`config.mk`:
```
export PLATFORM = sky130hd
export DESIGN_NAME = rambit_ctrl
export DESIGN_NICKNAME = d
export VERILOG_FILES = /design/src/rtl/rambit_pkg.sv /design/src/rtl/rambit_rrarb.sv /design/src/rtl/rambit_ctrl.sv
export SDC_FILE = /design/constraint.sdc
export NUM_CORES = 1
export LEC_CHECK = 0
export BUFFER_PORTS_ARGS = -buffer_cell sky130_fd_sc_hd__buf_2
export CORE_UTILIZATION = 31
export DETAILED_ROUTE_END_ITERATION = 7
export PLACE_DENSITY = 0.82
export SLEW_MARGIN = 20
export SYNTH_ARGS = -nofsm -noshare
export SYNTH_HDL_FRONTEND = slang
export SYNTH_HIERARCHICAL = 1
export SYNTH_SLANG_ARGS = --single-unit
```
`constraint.sdc`:
```
create_clock -name clk -period 3.4 [get_ports clk]
set_input_delay 0.85 -clock clk [delete_from_list [all_inputs] [get_ports clk]]
set_output_delay 0.85 -clock clk [all_outputs]
set_load 0.01 [all_outputs]
```
`src/rtl/rambit_pkg.sv`:
```
// Shared state encoding and elaboration helpers for the bit-masked RAM controller.
package rambit_pkg;

    typedef enum logic {
        INIT = 1'b0,
        RUN  = 1'b1
    } state_e;

    // Ceiling log2, used to size the round-robin pointer.
    function automatic int unsigned clog2(input int unsigned n);
        int unsigned r;
        r = 0;
        for (int unsigned v = n - 1; v > 0; v = v >> 1) begin
            r++;
        end
        return r;
    endfunction

endpackage

```
`src/rtl/rambit_rrarb.sv`:
```
// NR-way round-robin arbiter: one-hot grant searched upward from the pointer,
// pointer moves past the winner whenever the grant is taken.
module rambit_rrarb
    import rambit_pkg::*;
#(
    parameter int unsigned NR = 2
) (
    input  logic          clk,
    input  logic          nreset,
    input  logic [NR-1:0] req,
    input  logic          advance,
    output logic [NR-1:0] grant
);

    localparam int unsigned PW = clog2(NR);

    logic [PW-1:0] ptr_q, ptr_d;
    logic [PW-1:0] win;
    logic [PW-1:0] idx;
    logic          found;

    always_comb begin
        grant = '0;
        win   = '0;
        idx   = '0;
        found = 1'b0;
        for (int unsigned k = 0; k < NR; k++) begin
            idx = PW'((32'(ptr_q) + k) % NR);
            if (!found && req[idx]) begin
                found      = 1'b1;
                win        = idx;
                grant[idx] = 1'b1;
            end
        end

        ptr_d = ptr_q;
        if (advance && found) begin
            ptr_d = (32'(win) == NR - 1) ? '0 : win + 1'b1;
        end
    end

    always_ff @(posedge clk or negedge nreset) begin
        if (!nreset) begin
            ptr_q <= '0;
        end else begin
            ptr_q <= ptr_d;
        end
    end

endmodule

```
`src/rtl/rambit_ctrl.sv`:
```
// Shares one single-port bit-masked RAM among NR requesters; clears the RAM after
// reset, then serves round-robin valid/ready accesses with 1-cycle read responses.
module rambit_ctrl
    import rambit_pkg::*;
#(
    parameter int unsigned DW = 16,
    parameter int unsigned AW = 8,
    parameter int unsigned NR = 2
) (
    input  logic             clk,
    input  logic             nreset,
    input  logic [NR-1:0]    req_valid,
    output logic [NR-1:0]    req_ready,
    input  logic [NR-1:0]    req_write,
    input  logic [NR*AW-1:0] req_addr,
    input  logic [NR*DW-1:0] req_wmask,
    input  logic [NR*DW-1:0] req_wdata,
    output logic [NR-1:0]    rsp_valid,
    output logic [DW-1:0]    rsp_data,
    output logic             init_done,
    output logic             ram_ce,
    output logic [DW-1:0]    ram_we,
    output logic [AW-1:0]    ram_addr,
    output logic [DW-1:0]    ram_din,
    input  logic [DW-1:0]    ram_dout
);

    state_e        state_q, state_d;
    logic [AW-1:0] cnt_q, cnt_d;
    logic [NR-1:0] rsp_valid_q, rsp_valid_d;
    logic [NR-1:0] arb_req;
    logic [NR-1:0] grant;

    // Requests are invisible to the arbiter until the clear has finished.
    assign arb_req = (state_q == RUN) ? req_valid : '0;

    rambit_rrarb #(
        .NR (NR)
    ) u_arb (
        .clk     (clk),
        .nreset  (nreset),
        .req     (arb_req),
        .advance (|grant),
        .grant   (grant)
    );

    always_comb begin
        state_d     = state_q;
        cnt_d       = cnt_q;
        rsp_valid_d = '0;
        ram_ce      = 1'b0;
        ram_we      = '0;
        ram_addr    = '0;
        ram_din     = '0;

        case (state_q)
            INIT: begin
                ram_ce   = 1'b1;
                ram_we   = '1;
                ram_addr = cnt_q;
                cnt_d    = cnt_q + 1'b1;
                if (cnt_q == '1) begin
                    state_d = RUN;
                end
            end
            RUN: begin
                for (int i = 0; i < NR; i++) begin
                    if (grant[i]) begin
                        ram_ce         = 1'b1;
                        ram_addr       = req_addr[i*AW +: AW];
                        ram_din        = req_wdata[i*DW +: DW];
                        ram_we         = req_write[i] ? req_wmask[i*DW +: DW] : '0;
                        rsp_valid_d[i] = ~req_write[i];
                    end
                end
            end
            default: state_d = INIT;
        endcase
    end

    always_ff @(posedge clk or negedge nreset) begin
        if (!nreset) begin
            state_q     <= INIT;
            cnt_q       <= '0;
            rsp_valid_q <= '0;
        end else begin
            state_q     <= state_d;
            cnt_q       <= cnt_d;
            rsp_valid_q <= rsp_valid_d;
        end
    end

    assign req_ready = grant;
    assign rsp_valid = rsp_valid_q;
    assign rsp_data  = ram_dout;
    assign init_done = (state_q == RUN);

endmodule

```
After elaboration in Yosys (flattened, before gate mapping)
Cells that the tools add are included.
Word-level totals
  flip-flop bits (word level): 12
  input bits: 102
  output and inout port bits: 62
  word-level logic and storage cells: 57
Operators by class
  add/subtract/negate cells: 3
  $lt $le $gt $ge: 4
  equal/unequal tests: 1
  mux-type cells: 35
  bitwise operators: 4
  reduce and logical (&&, ||, !) cells: 6
Operators with widths (number)
  two-way mux 16 bit: 7
  case mux 16 bit (2 select lines): 1
  two-way mux 1 bit: 17
  two-way mux 8 bit: 2
  case mux 8 bit (2 select lines): 1
  adder 8 x 1 -> 8 bit, second input constant: 1
  == test 8 bit, second input constant: 1
  two-way mux 2 bit: 4
  logical AND 1 bit: 4
  less-than comparator 1 x 2 -> 1 bit, second input constant: 2
  inverter 1 bit: 3
  adder 1 bit, second input constant: 2
  demux 1 bit (select 1 bit): 2
  greater-or-equal comparator 1 bit, second input constant: 2
  bitwise OR 2 bit: 1
  case mux 1 bit (2 select lines): 1
  OR reduction 2 bit: 1
  logical NOT 1 bit: 1

Logic depth before layout (Yosys ltp)
  word-level depth: 10
  mapped depth: 10
  depth with buffers taken out: 5

Hierarchy
Netlist, hierarchy kept.
By module, submodules not included
  rambit_ctrl: instances 1, cells each 128, area each 1118.6 µm², seq. area each 275.3 µm²
  rambit_rrarb: instances 1, cells each 6, area each 55.1 µm², seq. area each 25.0 µm²

Least setup slack after synthesis
OpenSTA, ideal clock, no wires.
  path type: register -> output
  from: register state_q (netlist: init_done)
  to: output ram_we[10]
  data arrival time: 2.534 ns
  data required time: 2.550 ns
  path slack: 0.016 ns
  stages on the path, launching flop included: 11
  buffers on the path: 5
  cells stage by stage: dfrtp_1 clkbuf_1 buf_2 and2_1 a21boi_1 nor2b_1 buf_6 and2_1 buf_6 buf_6 a221o_1
Between the ends
  elaborated cells on any way between the ends: 15
  classes of those cells: mux: 11; bitwise: 2; reduce/logical: 2
RTL lines
  start: declaration: RTL line rambit_ctrl.sv:28  | state_e state_q, state_d;
  start signal: assignment: RTL line rambit_ctrl.sv:87  | state_q <= state_d;
  two-way mux 2 bit (*): RTL line rambit_ctrl.sv:35  | assign arb_req = (state_q == RUN) ? req_valid : '0;
  net arb_req[1]: RTL line rambit_ctrl.sv:31  | logic [NR-1:0] arb_req;
  two-way mux 1 bit (not written as such) (2 in a row): RTL line rambit_rrarb.sv:29  | if (!found && req[idx]) begin
  two-way mux 1 bit: RTL line rambit_rrarb.sv:29
  logical NOT 1 bit: RTL line rambit_rrarb.sv:29
  logical AND 1 bit: RTL line rambit_rrarb.sv:29
  two-way mux 2 bit (*): RTL line rambit_rrarb.sv:29
  net req_ready[1]: RTL line rambit_ctrl.sv:13  | output logic [NR-1:0] req_ready,
  two-way mux 16 bit (*): RTL line rambit_ctrl.sv:68  | if (grant[i]) begin
  case mux 16 bit (2 select lines) (*): RTL line rambit_ctrl.sv:56  | case (state_q)
  end: declaration: RTL line rambit_ctrl.sv:22  | output logic [DW-1:0] ram_we,
Mark *: on every way through the listed nets, which the timed path passes. The rest lies on a longest branch. The select of a mux whose other input is x is not followed.

Worst setup path after layout
  from: input req_valid[0]
  to: output ram_we[3]
Between the ends
  word-level cells in the longest chain between the ends: 10
  elaborated cells on any way between the ends: 14
  classes of those cells: mux: 11; bitwise: 1; reduce/logical: 2
RTL lines
  start: declaration: RTL line rambit_ctrl.sv:12  | input logic [NR-1:0] req_valid,
  two-way mux 2 bit (*): RTL line rambit_ctrl.sv:35
  net arb_req[0]: RTL line rambit_ctrl.sv:31
  two-way mux 1 bit (not written as such) (2 in a row): RTL line rambit_rrarb.sv:29
  two-way mux 1 bit: RTL line rambit_rrarb.sv:29
  logical NOT 1 bit: RTL line rambit_rrarb.sv:29
  logical AND 1 bit: RTL line rambit_rrarb.sv:29
  two-way mux 2 bit (*): RTL line rambit_rrarb.sv:29
  two-way mux 16 bit: RTL line rambit_ctrl.sv:68
  two-way mux 16 bit (*): RTL line rambit_ctrl.sv:68
  case mux 16 bit (2 select lines) (*): RTL line rambit_ctrl.sv:56
Marked as above.

==> flow_metrics.py <==
metrics = {
    "setup_path": {
        "worst-path-buf-inv": 3,
        "crit_path_max_incr_delay_ns": 0.50,
        "critPathTopFamily": "simple AND/OR/NAND/NOR gates",
        "path_class": "input port to primary output",
        "cp_max_fo": 16,
        "worstPathRequired_ns": 2.55,
        "cp_cell_sequence": "buf_2 > and2_1 > a21boi_1 > buf_4 > and2_1 > a221o_1 > buf_2",
        "slowest_stage": "and2_1",
        "cp.arrival_ns": 2.37,
        "startpoint_type": "input port",
        "critPathCaptureType": "primary output",
    },
    "routing": {
        "ant_nets": 0,
        "drt_first_pass_iters": 4,
        "num_vias": 1496,
        "wl_per_cell_um": 13.8,
        "drc": 0,
        "drt_iter0_markers": 41,
        "finalWirelength_um": 4040,
        "vias_per_cell": 5.11,
    },
    "grt": {
        "grt_first_pass_wirelength_um": 6140,
        "grt.overflow.total": 0,
        "grt_pass1_vias": 1378,
        "grt_start_max_net_pins": 23,
        "antenna_found_initial": 0,
        "gr-usage-all-layers": 0.190,
    },
    "clocking": {
        "ctsResizeCount": 0,
        "cts_hold_buf": 0,
        "cts_root_buf": "clkbuf_8",
        "clkSinkCount": 12,
        "numCtsBuffers": 3,
        "clockBufferDepth": 2,
        "cts_tree": "built",
        "clock_latency_ns": 0.25,
        "cts_max_level": 1,
        "cts_setup_buffers": 0,
        "clk_pin_slew_ns": 0.06,
    },
    "synth": {
        "synth_top_area_share": 0.256,
        "synth.area.top_cells": "dfrtp_1 26%, a221o_1 14%, a22o_1 11%, buf_4 10%, a22oi_1 5.8%",
        "synthesis.area_mm2": 0.00117,
        "yosysTopAreaCell": "dfrtp_1",
        "synth_nets": 237,
        "seq_area_frac_synth": 0.256,
        "ys_ff_latch": 12,
        "syn_area_per_cell_um2": 8.76,
        "ys_warn_count": 6,
        "synthCells": 134,
        "synth_cell_types": 28,
    },
    "placed_design": {
        "place_area_mm2": 0.00175,
        "gp_congestion": 0.811,
        "io_buffers": 131,
        "dpl.hpwl_um": 3270,
    },
    "floorplan": {
        "pin_count": 164,
        "core_area_mm2": 0.00347,
        "die_area_mm2": 0.00404,
        "die_h_um": 63.5,
        "die_width_um": 63.5,
        "rows": 21,
        "start_util": 0.338,
    },
    "run": {
        "maxCapViolCount": 0,
    },
    "final_layout": {
        "multi_input_area_um2": 673,
        "mostFrequentLayoutCell": "buf_2",
        "layout.nets": 351,
        "antenna_cells": 0,
        "num-fill-cells": 344,
        "layout_common_cells": "131 x buf_2, 16 x a221o_1, 15 x a22o_1, 12 x dfrtp_1, 10 x nor2_1",
        "drive_gt1_frac": 0.587,
        "synthToLayoutAreaGrowth_pct": 53.5,
        "seqCellArea_um2": 300,
        "postLayoutCoreUtil": 0.519,
        "design_area_mm2": 0.00180,
    },
    "power_and_ir_drop": {
        "internal_power_uw": 280,
        "p_sw_frac": 0.212,
        "p_seq_frac": 0.403,
        "pwr-share-comb": 0.144,
        "p_sw_uw": 75.2,
        "ir_drop_uv": 110,
        "cellPowerDensity_mw_per_mm2": 197,
        "clock_power_share": 0.453,
        "power_leakage_nw": 0.968,
    },
    "sta": {
        "drv_slew": 0,
        "hold_viol_final": 0,
        "period_minus_slack_ns": 3.22,
        "relSlewSlack": 0.582,
        "finalCritPeriodShare": 0.946,
        "clock.fmax_mhz": 311,
        "final.setup.tns_ns": 0,
        "rsz0062_at_grt": "no",
        "clock_skew_ns": 0.00186,
        "setup_viol": 0,
        "worst_pin_slew_ns": 0.626,
    },
    "min_path": {
        "hold_class": "input port to async pin",
    },
    "run_status": {
        "outcome": "completed",
    },
}
==> stage by stage <==
| stage | cells | hold slack (ns) | total power [mW] | setup slack (ns) |
|---|---|---|---|---|
| after global routing | 293 | 0.492 | 0.367 | 0.00442 |
| after detailed placement | 289 | 0.487 | 0.197 | 0.203 |
| after CTS | 293 | 0.476 | 0.358 | 0.197 |
| final | 293 | 0.472 | 0.355 | 0.183 |
| after global placement | 289 | 0.483 | 0.196 | 0.236 |
| after floorplan | 134 | 0.460 | 0.165 | 0.0159 |
==> layer usage <==
| layer | routed length (um) | track usage | share of wire |
|---|---|---|---|
| met5 | 0 | 0 | 0 |
| met4 | 29 | 0.0426 | 0.0072 |
| met3 | 345 | 0.0580 | 0.085 |
| met2 | 1980 | 0.326 | 0.49 |
| met1 | 1680 | 0.229 | 0.42 |
==> worst paths after layout <==
check / to / from / depth (start not counted) / slack, ns
min in group clk: cnt_q[5] / cnt_q[5] / 1 / 0.50
max reg2reg: flop / init_done / 6 / 1.82
min: async pin / nreset / 1 / 0.47
max in group asynchronous: cnt_q[6] / nreset / 1 / 2.71
min reg2reg: cnt_q[5] / cnt_q[5] / 1 / 0.50
max: ram_we[3] / req_valid[0] / 7 / 0.18
==> final cells by class <==
type                            count  share of cell area
Tap cell                           46              0.0319
Clock buffer                        4              0.0306
Timing Repair Buffer              138               0.393
Sequential cell                    12               0.167
Multi-Input combinational cell     91               0.374
Inverter                            2             0.00417
==> Yosys cell counts (all sizes together) <==
library cell   n
mux2           1
nor2          10
a41o           1
dfrtp         12
a21oi          8
buf           21
clkbuf         8
nand3          3
o21bai         1
nand2          2
a21boi         2
a22o          15
a22oi          9
ha             1
and3           1
nor2b          3
inv            2
and4           1
a221o         16
a31oi          1
xnor2          7
and2           5
nand4          2
or2            2
==> registers in the layout, indices dropped and copies added, names as in the netlist, named ones only <==
name / cells
cnt_q: 8
init_done: 1
rsp_valid: 2
==> logic make-up after synthesis <==
group,share of synthesized area
AND/OR/NAND/NOR,0.128
adder cells (fa/ha/maj),0.0107
multiplexers,0.00959
AO/OA/AOI/OAI,0.373
flip-flops,0.256
XOR/XNOR,0.0522
buffers and inverters,0.171
==> power groups by stage <==
stage                     registers (mW)  logic [mW]  clock network, mW
after floorplan                    0.145      0.0199                  0
after detailed placement           0.145      0.0513                  0
after CTS                          0.143      0.0514              0.163
after global routing               0.143      0.0567              0.168
final                              0.143      0.0512              0.161
after global placement             0.145      0.0503                  0
No activity file was read; power rests on OpenSTA's default activity.
